[config.mk]
export PLATFORM = sky130hd
export DESIGN_NAME = uart_rx
export DESIGN_NICKNAME = d
export VERILOG_FILES = /design/src/rtl/uart_rx.sv
export SDC_FILE = /design/constraint.sdc
export NUM_CORES = 1
export LEC_CHECK = 0
export ABC_AREA = 0
export BUFFER_PORTS_ARGS = -buffer_cell sky130_fd_sc_hd__buf_2
export CAP_MARGIN = 20
export CORE_AREA = 2 2 81 83
export DETAILED_ROUTE_END_ITERATION = 12
export DIE_AREA = 0 0 83 85
export PLACE_DENSITY = 0.65
export SKIP_CTS_REPAIR_TIMING = 1
export SLEW_MARGIN = 20
export SYNTH_ARGS = -nofsm -noshare
export SYNTH_HDL_FRONTEND = slang
export SYNTH_SLANG_ARGS = --single-unit
[constraint.sdc]
create_clock -name clk -period 3.5 [get_ports clk]
set_clock_uncertainty 0.2 [all_clocks]
set_input_delay 0.175 -clock clk [delete_from_list [all_inputs] [get_ports clk]]
set_output_delay 0.175 -clock clk [all_outputs]
set_load 0.05 [all_outputs]
[src/rtl/uart_rx.sv]
// uart_rx: 8N1 asynchronous serial receiver.
// Two-flop input synchroniser, mid-bit sampling off a free-running baud
// counter, stop-bit check, and one-cycle valid / framing-error strobes.
// A stop bit sampled low parks the FSM in BREAK until the line returns
// high, so a held-low line never looks like a fresh start bit.
module uart_rx #(
  parameter int CLK_FREQ  = 50_000_000,
  parameter int BAUD_RATE = 115200
) (
  input  logic       clk,
  input  logic       rst_,
  input  logic       rx_serial,
  output logic [7:0] rx_data,
  output logic       rx_valid,
  output logic       rx_frame_err,
  output logic       rx_busy
);

  localparam int          DIVISOR   = CLK_FREQ / BAUD_RATE;
  localparam int          HALF      = DIVISOR / 2;
  localparam logic [31:0] DIV_LAST  = 32'(DIVISOR - 1);
  localparam logic [31:0] HALF_LAST = 32'(HALF - 1);

  typedef enum logic [2:0] {
    IDLE  = 3'd0,
    START = 3'd1,
    DATA  = 3'd2,
    STOP  = 3'd3,
    BRK   = 3'd4
  } state_t;

  state_t      state, state_nxt;
  logic        rx_meta, rx_s;
  logic [31:0] baud_cnt;
  logic [2:0]  bit_index;
  logic [7:0]  shifter;
  logic        half_hit, full_hit;

  assign half_hit = (baud_cnt == HALF_LAST);
  assign full_hit = (baud_cnt == DIV_LAST);

  // Two-flop synchroniser; idles high so reset never fakes a start bit.
  always_ff @(posedge clk or negedge rst_) begin
    if (!rst_) begin
      rx_meta <= 1'b1;
      rx_s    <= 1'b1;
    end else begin
      rx_meta <= rx_serial;
      rx_s    <= rx_meta;
    end
  end

  // State register.
  always_ff @(posedge clk or negedge rst_) begin
    if (!rst_) state <= IDLE;
    else       state <= state_nxt;
  end

  // Next-state logic.
  always_comb begin
    state_nxt = state;
    case (state)
      IDLE:    if (!rx_s) state_nxt = START;
      START:   if (half_hit) state_nxt = rx_s ? IDLE : DATA;
      DATA:    if (full_hit && bit_index == 3'd7) state_nxt = STOP;
      STOP:    if (full_hit) state_nxt = rx_s ? IDLE : BRK;
      BRK:     if (rx_s) state_nxt = IDLE;
      default: state_nxt = IDLE;
    endcase
  end

  // Output logic.
  always_comb begin
    rx_busy = (state != IDLE);
  end

  // Datapath: baud counter, bit shifter, registered output strobes.
  always_ff @(posedge clk or negedge rst_) begin
    if (!rst_) begin
      baud_cnt     <= '0;
      bit_index    <= '0;
      shifter      <= '0;
      rx_data      <= 8'h00;
      rx_valid     <= 1'b0;
      rx_frame_err <= 1'b0;
    end else begin
      rx_valid     <= 1'b0;
      rx_frame_err <= 1'b0;
      // Counter restarts on every state change and wraps per data bit.
      if (state_nxt != state || state == IDLE || state == BRK || full_hit)
        baud_cnt <= '0;
      else
        baud_cnt <= baud_cnt + 32'd1;
      case (state)
        START: if (half_hit && !rx_s) bit_index <= 3'd0;
        DATA: if (full_hit) begin
          shifter <= {rx_s, shifter[7:1]};
          if (bit_index != 3'd7) bit_index <= bit_index + 3'd1;
        end
        STOP: if (full_hit) begin
          if (rx_s) begin
            rx_data  <= shifter;
            rx_valid <= 1'b1;
          end else begin
            rx_frame_err <= 1'b1;
          end
        end
        default: ;
      endcase
    end
  end

endmodule

==> metrics.yaml <==
slew_headroom_pct: 40.2
port_buffers: 13
drc_errors: 0
finalNonFillerCells: 372
cp-start-kind: "register"
met2_usage_pct: 28.2
die_w_um: 83
synthTopCellsByArea: "dfrtp_1 (48%), mux2_2 (6.1%), or4_1 (3.3%)"
grt_max_degree: 41
synth-seq-cells: 58
maxCapViolations: 0
dp_hpwl_um: 4070
path_max_fanout: 13
tightest_slew_ns: 0.897
finalSetupViolations: 0
final_cell_mix: "dfrtp_1 (56), nand2_1 (19), a21oi_1 (19), mux2_2 (16)"
dieArea_um2: 7060
drive_gt1_share_pct: 20.7
synth_cell_types: 43
place_congestion: 0.774
clock_sinks: 58
synth_top_area_share_pct: 47.7
vdd_drop_max_v: 0.000287
p_switching_uw: 309
yosysWarnings: 0
rsz0062_at_grt: "no"
clkPwrFrac_pct: 47.6
combPwrFrac_pct: 1.2
std_cell_rows: 29
fillCellCount: 535
clockRootBuffer: "clkbuf_8"
initial_core_util_pct: 47.3
pin_count: 14
cts.clk_slew.worst_paths_ns: 0.07
vias: 2178
clk_latency_ns: 0.35
syn_area_um2: 2940
ant_nets: 0
grt_pass1_vias: 2129
synthCells: 273
core_area_um2: 6200
synth.net_count: 281
yosysSeqAreaShare_pct: 49.5
syn_avg_cell_area_um2: 10.8
yosysTopAreaCell: "dfrtp_1"
worst_slack_ns: 0.837
placed_cells: 354
syn_to_final_growth_pct: 12.0
status: "completed"
antenna_cells: 0
power.density_nw_per_um2: 400
p_int_mw: 1.01
grt_overflow_total: 0
finalCritPeriodShare_pct: 76.1
netSwitchingFraction_pct: 23.5
p_seq_share_pct: 51.2
fin_crit_ns: 2.66
ctsLongestPathBuffers: 2
grt_use_met3_pct: 6.71
grt_use_total_pct: 18.7
layout_commonest_cell: "dfrtp_1"
grt_busiest_layer: "met2"
cp.arrival_ns: 2.70
cp-end-kind: "register"
die_h_um: 85
cts_max_level: 3
r2r_slack_ns: 0.84
cts_buffers: 9
setup_tns_ns: 0
wl_um: 5900
num-nets-final: 298
routed_via_density: 5.85
grt_pass1_wl_um: 10400
cts_tree: "built"
drv_slew: 0
dr.pass1.iters: 4
min_path_type: "register to register"
wl_per_cell_um: 15.9
grt_use_met1_pct: 25.0
drt_iter0_drc: 85
final_hold_viol_count: 0
antenna_found_initial: 0
cellLeakagePower_nw: 1.39
crit_type: "register to register"
pre_cts_slack_ns: 0.833
max_freq_ghz: 0.376
cp.required_ns: 3.53
logic make-up (layout without fill, tap and decap cells):
logic type / count (synthesis) / in the layout / synth area share, %
and+or+nand+nor: 106 / 106 / 22.6
DFF: 58 / 58 / 49.5
AOI/OAI and AO/OA: 52 / 52 / 12.1
buffers and inverters: 21 / 43 / 2.86
muxes: 19 / 19 / 7.20
xor gates and xnor gates: 12 / 12 / 3.58
adders and majority gates: 5 / 5 / 2.13
per-stage QoR:
step                      hold WS, ns  area [um^2]  util, %  power [mW]
after global routing            0.168         3290     53.0        1.37
after floorplan                -0.321         2940        -       0.686
final                           0.162         3290     53.0        1.32
after detailed placement       0.0819         3070     49.4       0.702
after global placement         0.0829         3070     49.4       0.702
after CTS                      -0.298         3270     52.7        1.33
power by group through the flow:
stage	registers [mW]	clock network, mW	logic (mW)
global placement	0.686	0	0.0156
floorplan	0.686	0	0.000292
finish	0.673	0.627	0.0164
global route	0.673	0.674	0.0205
detailed placement	0.686	0	0.0161
CTS	0.673	0.643	0.0162
final timing paths:
path,from,end,cells after the start
min,rx_meta,rx_s,0
max in group asynchronous,rst_,shifter[0],3
max,baud_cnt[2],rx_data[7],4
min in group asynchronous,rst_,baud_cnt[29],2
max reg2reg,baud_cnt[2],rx_data[7],4
min reg2reg,rx_meta,rx_s,0
Yosys cell counts:
cell type	count
dfrtp_1	56
a21oi_1	19
nand2_1	19
mux2_2	16
nand4_1	13
or4_1	13
nand3_1	12
o31ai_1	12
nor2_1	11
inv_1	9
a211oi_1	8
clkbuf_1	7
xor2_1	7
and4_1	6
o21ai_0	6
or3_1	6
ha_1	5
xnor2_1	5
and3_1	4
buf_2	4
nor3_1	4
nor4_1	4
a2111oi_2	2
and2_1	2
dfstp_2	2
mux2i_1	2
nor3b_1	2
nor4_2	2
and4bb_2	1
clkinv_1	1
mux2_1	1
nand2b_1	1
nand4_2	1
nand4b_1	1
nor4_4	1
nor4b_4	1
o211ai_1	1
o21ai_1	1
o221ai_2	1
o31ai_2	1
o32ai_1	1
or2_2	1
or3b_2	1
critical path, cell delays in order (launching register included):
cell,delay (ns)
dfrtp_1,0.46
nor4_2,0.35
nand4_2,0.46
nor4_4,0.68
mux2_2,0.39
layer usage:
| layer | part of all wire [%] | routed length, um |
|---|---|---|
| met1 | 48 | 2850 |
| met2 | 47 | 2750 |
| met3 | 3.6 | 210 |
| met4 | 1.5 | 86 |
| met5 | 0 | 0 |
cell type report:
class | count | area, um^2 | share of cell area [%]
Clock buffer | 9 | 124 | 3.77
Sequential cell | 58 | 1450 | 44.2
Timing Repair Buffer | 17 | 100 | 3.04
Multi-Input combinational cell | 194 | 1400 | 42.5
Tap cell | 77 | 96.3 | 2.93
Clock inverter | 7 | 78.8 | 2.40
Inverter | 10 | 37.5 | 1.14
registers in the layout, summed over array words and instances (netlist names):
signal        count
baud_cnt         32
bit_index         3
rx_data           8
rx_frame_err      1
rx_meta           1
rx_s              1
rx_valid          1
shifter           8
state             3
Note: power is estimated with default switching activity, not from simulation.
